$ cat src/rtl/rst_sequencer_pkg.sv
// rst_sequencer_pkg: state encoding and counter-width helper shared by the sequencer and its bench
package rst_sequencer_pkg;
    localparam logic [2:0] ST_RESET     = 3'd0;
    localparam logic [2:0] ST_HOLD      = 3'd1;
    localparam logic [2:0] ST_REL_DBG   = 3'd2;
    localparam logic [2:0] ST_REL_CORE  = 3'd3;
    localparam logic [2:0] ST_RUN       = 3'd4;
    localparam logic [2:0] ST_SOFT_HOLD = 3'd5;
    localparam logic [2:0] ST_SOFT_WAIT = 3'd6;
    localparam logic [2:0] ST_SOFT_REL  = 3'd7;

    function automatic int cnt_width(input int h, input int s, input int w);
        int m;
        m = (h > s) ? h : s;
        m = (m > w) ? m : w;
        return $clog2(m + 1);
    endfunction
endpackage

$ cat src/rtl/rst_sequencer_timer.sv
// seq_timer: loadable down-counter that saturates at zero, with zero flag
module seq_timer #(
    parameter int W = 8
) (
    input  logic         clk,
    input  logic         rst_n,
    input  logic         load_i,
    input  logic         dec_i,
    input  logic [W-1:0] val_i,
    output logic         zero_o
);
    logic [W-1:0] cnt_q, cnt_d;

    always_comb cnt_d = load_i ? val_i : (dec_i && cnt_q != '0) ? cnt_q - 1'b1 : cnt_q;

    always_ff @(posedge clk) cnt_q <= !rst_n ? '0 : cnt_d;

    assign zero_o = cnt_q == '0;
endmodule

$ cat src/rtl/rst_sequencer.sv
// rst_sequencer: staged debug/core/peripheral reset release plus soft-reset handshake;
// define RST_SEQUENCER_WDOG_EN to add the watchdog (wdog_kick/wdog_fired)
module rst_sequencer
    import rst_sequencer_pkg::*;
#(
    parameter int HOLD_CYCLES    = 16,
    parameter int STAGGER_CYCLES = 4,
    parameter int WDOG_CYCLES    = 1 << 20
) (
    input  logic clk,
    input  logic rst_n,
    input  logic sreq,
`ifdef RST_SEQUENCER_WDOG_EN
    input  logic wdog_kick,
    output logic wdog_fired,
`endif
    output logic rst_n_dbg,
    output logic rst_n_core,
    output logic rst_n_periph,
    output logic sack,
    output logic busy
);
    localparam int CW = cnt_width(HOLD_CYCLES, STAGGER_CYCLES, WDOG_CYCLES);

    logic [2:0]    state_q, state_d;
    logic          held_q, held_d;
    logic          dbg_q, core_q, periph_q, sack_q, busy_q;
    logic          tmr_zero, wfire;
    logic [CW-1:0] tmr_val;

`ifdef RST_SEQUENCER_WDOG_EN
    logic wdog_zero, fired_q;

    seq_timer #(.W(CW)) u_wdog (
        .clk(clk),
        .rst_n(rst_n),
        .load_i((state_d == ST_RUN && state_q != ST_RUN) || (state_q == ST_RUN && wdog_kick)),
        .dec_i(state_q == ST_RUN),
        .val_i(CW'(WDOG_CYCLES - 1)),
        .zero_o(wdog_zero)
    );

    assign wfire = state_q == ST_RUN && wdog_zero && !wdog_kick;

    always_ff @(posedge clk) fired_q <= rst_n && (fired_q || wfire);

    assign wdog_fired = fired_q;
`else
    assign wfire = 1'b0;
`endif

    seq_timer #(.W(CW)) u_tmr (
        .clk(clk),
        .rst_n(rst_n),
        .load_i(state_d != state_q),
        .dec_i(1'b1),
        .val_i(tmr_val),
        .zero_o(tmr_zero)
    );

    always_comb begin
        state_d = state_q;
        case (state_q)
            ST_RESET:     state_d = ST_HOLD;
            ST_HOLD:      state_d = tmr_zero ? ST_REL_DBG : state_q;
            ST_REL_DBG:   state_d = tmr_zero ? ST_REL_CORE : state_q;
            ST_REL_CORE:  state_d = tmr_zero ? ST_RUN : state_q;
            ST_RUN:       state_d = (sreq || wfire) ? ST_SOFT_HOLD : state_q;
            ST_SOFT_HOLD: state_d = tmr_zero ? ST_SOFT_WAIT : state_q;
            ST_SOFT_WAIT: state_d = sreq ? state_q : ST_SOFT_REL;
            ST_SOFT_REL:  state_d = tmr_zero ? ST_REL_CORE : state_q;
            default:      state_d = ST_RESET;
        endcase
    end

    always_comb tmr_val = (state_d == ST_HOLD || state_d == ST_SOFT_HOLD) ? CW'(HOLD_CYCLES - 1) :
                          (state_d == ST_REL_DBG || state_d == ST_REL_CORE || state_d == ST_SOFT_REL) ?
                          CW'(STAGGER_CYCLES - 1) : '0;

    // sreq still high when the hold ends means a real handshake: keep sack until periph is released
    always_comb held_d = (state_q == ST_SOFT_HOLD) ? sreq : held_q;

    always_ff @(posedge clk) begin
        if (!rst_n) begin
            state_q  <= ST_RESET;
            held_q   <= 1'b0;
            dbg_q    <= 1'b0;
            core_q   <= 1'b0;
            periph_q <= 1'b0;
            sack_q   <= 1'b0;
            busy_q   <= 1'b1;
        end else begin
            state_q  <= state_d;
            held_q   <= held_d;
            dbg_q    <= state_d != ST_RESET && state_d != ST_HOLD;
            core_q   <= state_d == ST_REL_CORE || state_d == ST_RUN;
            periph_q <= state_d == ST_RUN;
            sack_q   <= state_d == ST_SOFT_WAIT ||
                        (held_q && (state_d == ST_SOFT_REL || state_d == ST_REL_CORE));
            busy_q   <= state_d != ST_RUN;
        end
    end

    assign rst_n_dbg    = dbg_q;
    assign rst_n_core   = core_q;
    assign rst_n_periph = periph_q;
    assign sack         = sack_q;
    assign busy         = busy_q;
endmodule

$ cat config.mk
export PLATFORM = sky130hd
export DESIGN_NAME = rst_sequencer
export DESIGN_NICKNAME = d
export VERILOG_FILES = /design/src/rtl/rst_sequencer_pkg.sv /design/src/rtl/rst_sequencer_timer.sv /design/src/rtl/rst_sequencer.sv
export SDC_FILE = /design/constraint.sdc
export NUM_CORES = 1
export LEC_CHECK = 0
export ABC_AREA = 1
export BUFFER_PORTS_ARGS = -buffer_cell sky130_fd_sc_hd__buf_2
export CORE_MARGIN = 2
export CORE_UTILIZATION = 50
export CTS_BUF_LIST = sky130_fd_sc_hd__clkbuf_4 sky130_fd_sc_hd__clkbuf_8
export CTS_CLUSTER_DIAMETER = 150
export DETAILED_ROUTE_END_ITERATION = 8
export PLACE_DENSITY = 0.73
export SKIP_CTS_REPAIR_TIMING = 1
export SKIP_LAST_GASP = 1
export SLEW_MARGIN = 40
export SYNTH_ARGS = -nofsm -noshare
export SYNTH_HDL_FRONTEND = slang
export SYNTH_SLANG_ARGS = --single-unit
$ cat constraint.sdc
create_clock -name clk -period 2 [get_ports clk]
set_input_delay 0.1 -clock clk [delete_from_list [all_inputs] [get_ports clk]]
set_output_delay 0.1 -clock clk [all_outputs]
set_load 0.02 [all_outputs]
==> flow_metrics.env <==
export IMPL_antenna_found_initial=0
export IMPL_wl_met2_um=1500
export IMPL_start_util_pct=52.1
export IMPL_ys_seq_area_share_pct=38.0
export IMPL_drc=0
export IMPL_clk_path_buf_depth=2
export IMPL_clock_latency_ns=0.33
export IMPL_wire_per_inst_um=11.6
export IMPL_worstMarginPinSlew_ns=0.538
export IMPL_fmax_ghz=0.536
export IMPL_cts_made_buffers=5
export IMPL_post_route_period_util_pct=93.3
export IMPL_drt_initial_drc_count=88
export IMPL_hold_start="sreq"
export IMPL_nets=231
export IMPL_top_layer_used="met4"
export IMPL_clock_skew_ns=0.00504
export IMPL_place_hpwl_um=2150
export IMPL_yosys_warnings=0
export IMPL_drtAntennaViolNets=0
export IMPL_syn_area_per_cell_um2=7.86
export IMPL_met1_length_um=1510
export IMPL_dieHeight_um=60.2
export IMPL_grt_pass1_vias=1205
export IMPL_status="complete, no violations"
export IMPL_grt_usage_pct=19.0
export IMPL_io_pins=8
export IMPL_critPathLaunch="u_tmr.cnt_q[0]"
export IMPL_viasPerCell=4.96
export IMPL_hold_viol_final=0
export IMPL_wl_met3_um=85
export IMPL_startpoint_type="flop"
export IMPL_r2r_start="u_tmr.cnt_q[0]"
export IMPL_vias=1349
export IMPL_grt_pass1_wl_um=5130
export IMPL_place_gp_congestion=0.911
export IMPL_hold_class="input pin to flop"
export IMPL_final_area_um2=1880
export IMPL_yosys_area_top_type_share_pct=38.0
export IMPL_tns_ns=0
export IMPL_num_rows=20
export IMPL_final_max_slew_viol_count=0
export IMPL_netlist_area_um2=1580
export IMPL_netlist_top_cell_by_area="dfxtp_1"
export IMPL_die_w_um=60.2
export IMPL_cp_max_fo=8
export IMPL_cap_violations=0
export IMPL_core_area_um2=3030
export IMPL_syn_num_nets=205
export IMPL_synth_distinct_cells=30
export IMPL_drive_gt1_share_pct=27.6
export IMPL_first_pass_iters=4
export IMPL_grt_overflow_total=0
export IMPL_fill_cells=269
export IMPL_htree_levels=2
export IMPL_placed_area_um2=1690
export IMPL_period_minus_slack_ns=1.87
export IMPL_synthTopCellsByArea="dfxtp_1 (38%), nor2_1 (8.3%), nand2_1 (7.6%)"
export IMPL_fin_cells=272
export IMPL_worstSetupPathType="flop to flop"
export IMPL_port_buffers=7
export IMPL_cts_root_buf="clkbuf_4"
export IMPL_maxSlewHeadroom_pct=63.9
export IMPL_cts_tree="built"
export IMPL_fp_dieArea_um2=3620
export IMPL_drt_wl_total_um=3150
export IMPL_syn_to_final_growth_pct=19.3
export IMPL_clkTransAtPathRegs_ns=0.09
export IMPL_place_inst=254
export IMPL_required_ns=2.23
export IMPL_syn_instance_count=201
export IMPL_yosys_register_bits=30
export IMPL_antennaDiodeCount=0
export IMPL_finalSetupViolations=0
export IMPL_clock_sinks=30
export IMPL_arrival_ns=2.09
export IMPL_critical_path_endpoint_type="flop"
export IMPL_grt_max_degree=15
-- Yosys cell counts --
master     n
o21ai_2    1
a21oi_1    4
nor2_2     3
nor4_1     2
buf_6      1
inv_2      1
nor2_1    35
o21ai_0    4
o21a_1     1
nand3_4    2
a21oi_2    1
dfxtp_1   30
o211ai_1   1
nor3_2    11
clkbuf_1   3
nand3_1   15
and3b_1    1
nor3_1     5
o32ai_1    1
nand2_1   32
inv_1     16
xor2_1     9
nor4_2     1
nand2_2    2
o21bai_1   2
nand2_4    2
xnor2_1    5
nor2_4     4
nand4_1    5
ha_1       1
-- cells by family after synthesis --
family | synth area share, %
XOR/XNOR | 7.77
AO/OA/AOI/OAI | 6.10
AND/OR/NAND/NOR | 41.8
buffers and inverters | 5.47
flip-flops | 38.0
adder cells (fa/ha/maj) | 0.792
-- flip-flops by register name, indices dropped and copies added, names as in the netlist --
name	count
rst_n_core	1
u_tmr.cnt_q	21
rst_n_dbg	1
busy	1
rst_n_periph	1
held_q	1
state_q	3
sack	1
-- worst max-delay path, cell delays in order, from the launching register on --
cell and delay [ns]:
dfxtp_2 0.34, inv_1 0.07, ha_2 0.20, nand2_2 0.08
nor2_4 0.11, nand3_4 0.13, nand2_1 0.09, nand2_1 0.06
nand2_2 0.10, nand3_4 0.10, nand2_8 0.13, nand2_8 0.08
nand2_1 0.09, nand2_1 0.06, nor2_1 0.09, nor2_1 0.05
-- layout by cell type, fill, tap and decap left out, types with 7 or more instances in the layout --
cell and n:
nor2_1 35, inv_1 16, dfxtp_1 29, nand3_1 14, nor3_2 11, buf_2 7
buf_4 15, nand2_1 31, xor2_1 9
-- layer usage --
layer	vias up	GRT usage [%]
li1	711	-
met1	619	23.7
met2	13	30.1
met3	6	5.84
met4	0	7.62
met5	-	0
-- stage by stage --
| stage | setup slack [ns] | hold WS [ns] | util [%] |
|---|---|---|---|
| after floorplan | 0.250 | 0.217 | - |
| after global placement | 0.0959 | 0.374 | 55.9 |
| final | 0.134 | 0.0245 | 62.2 |
| after CTS | -0.0137 | 0.0128 | 58.4 |
| after global routing | -0.0207 | 0.0256 | 62.2 |
| after detailed placement | 0.0170 | 0.376 | 55.9 |
-- path summary, 6_finish.rpt --
kind                                        to  slack [ns]  cells past startpoint
worst min-delay path                    held_q        0.02                      3
worst min register to register            sack        0.50                      2
worst max-delay path            u_tmr.cnt_q[0]        0.13                     15
worst max register to register  u_tmr.cnt_q[0]        0.13                     15
-- cell type report --
cell class	instances	area, um^2	share of cell area, %
sequential	30	602	31.9
timing repair buffer	22	148	7.84
clock buffer	5	37.5	1.99
tap	44	55.1	2.92
multi-input combinational	151	938	49.8
clock inverter	3	40.0	2.12
inverter	17	63.8	3.39
Power is left out: the tool's default activity adds up to more than one toggle a clock period on the data nets, which glitch-free logic cannot reach.
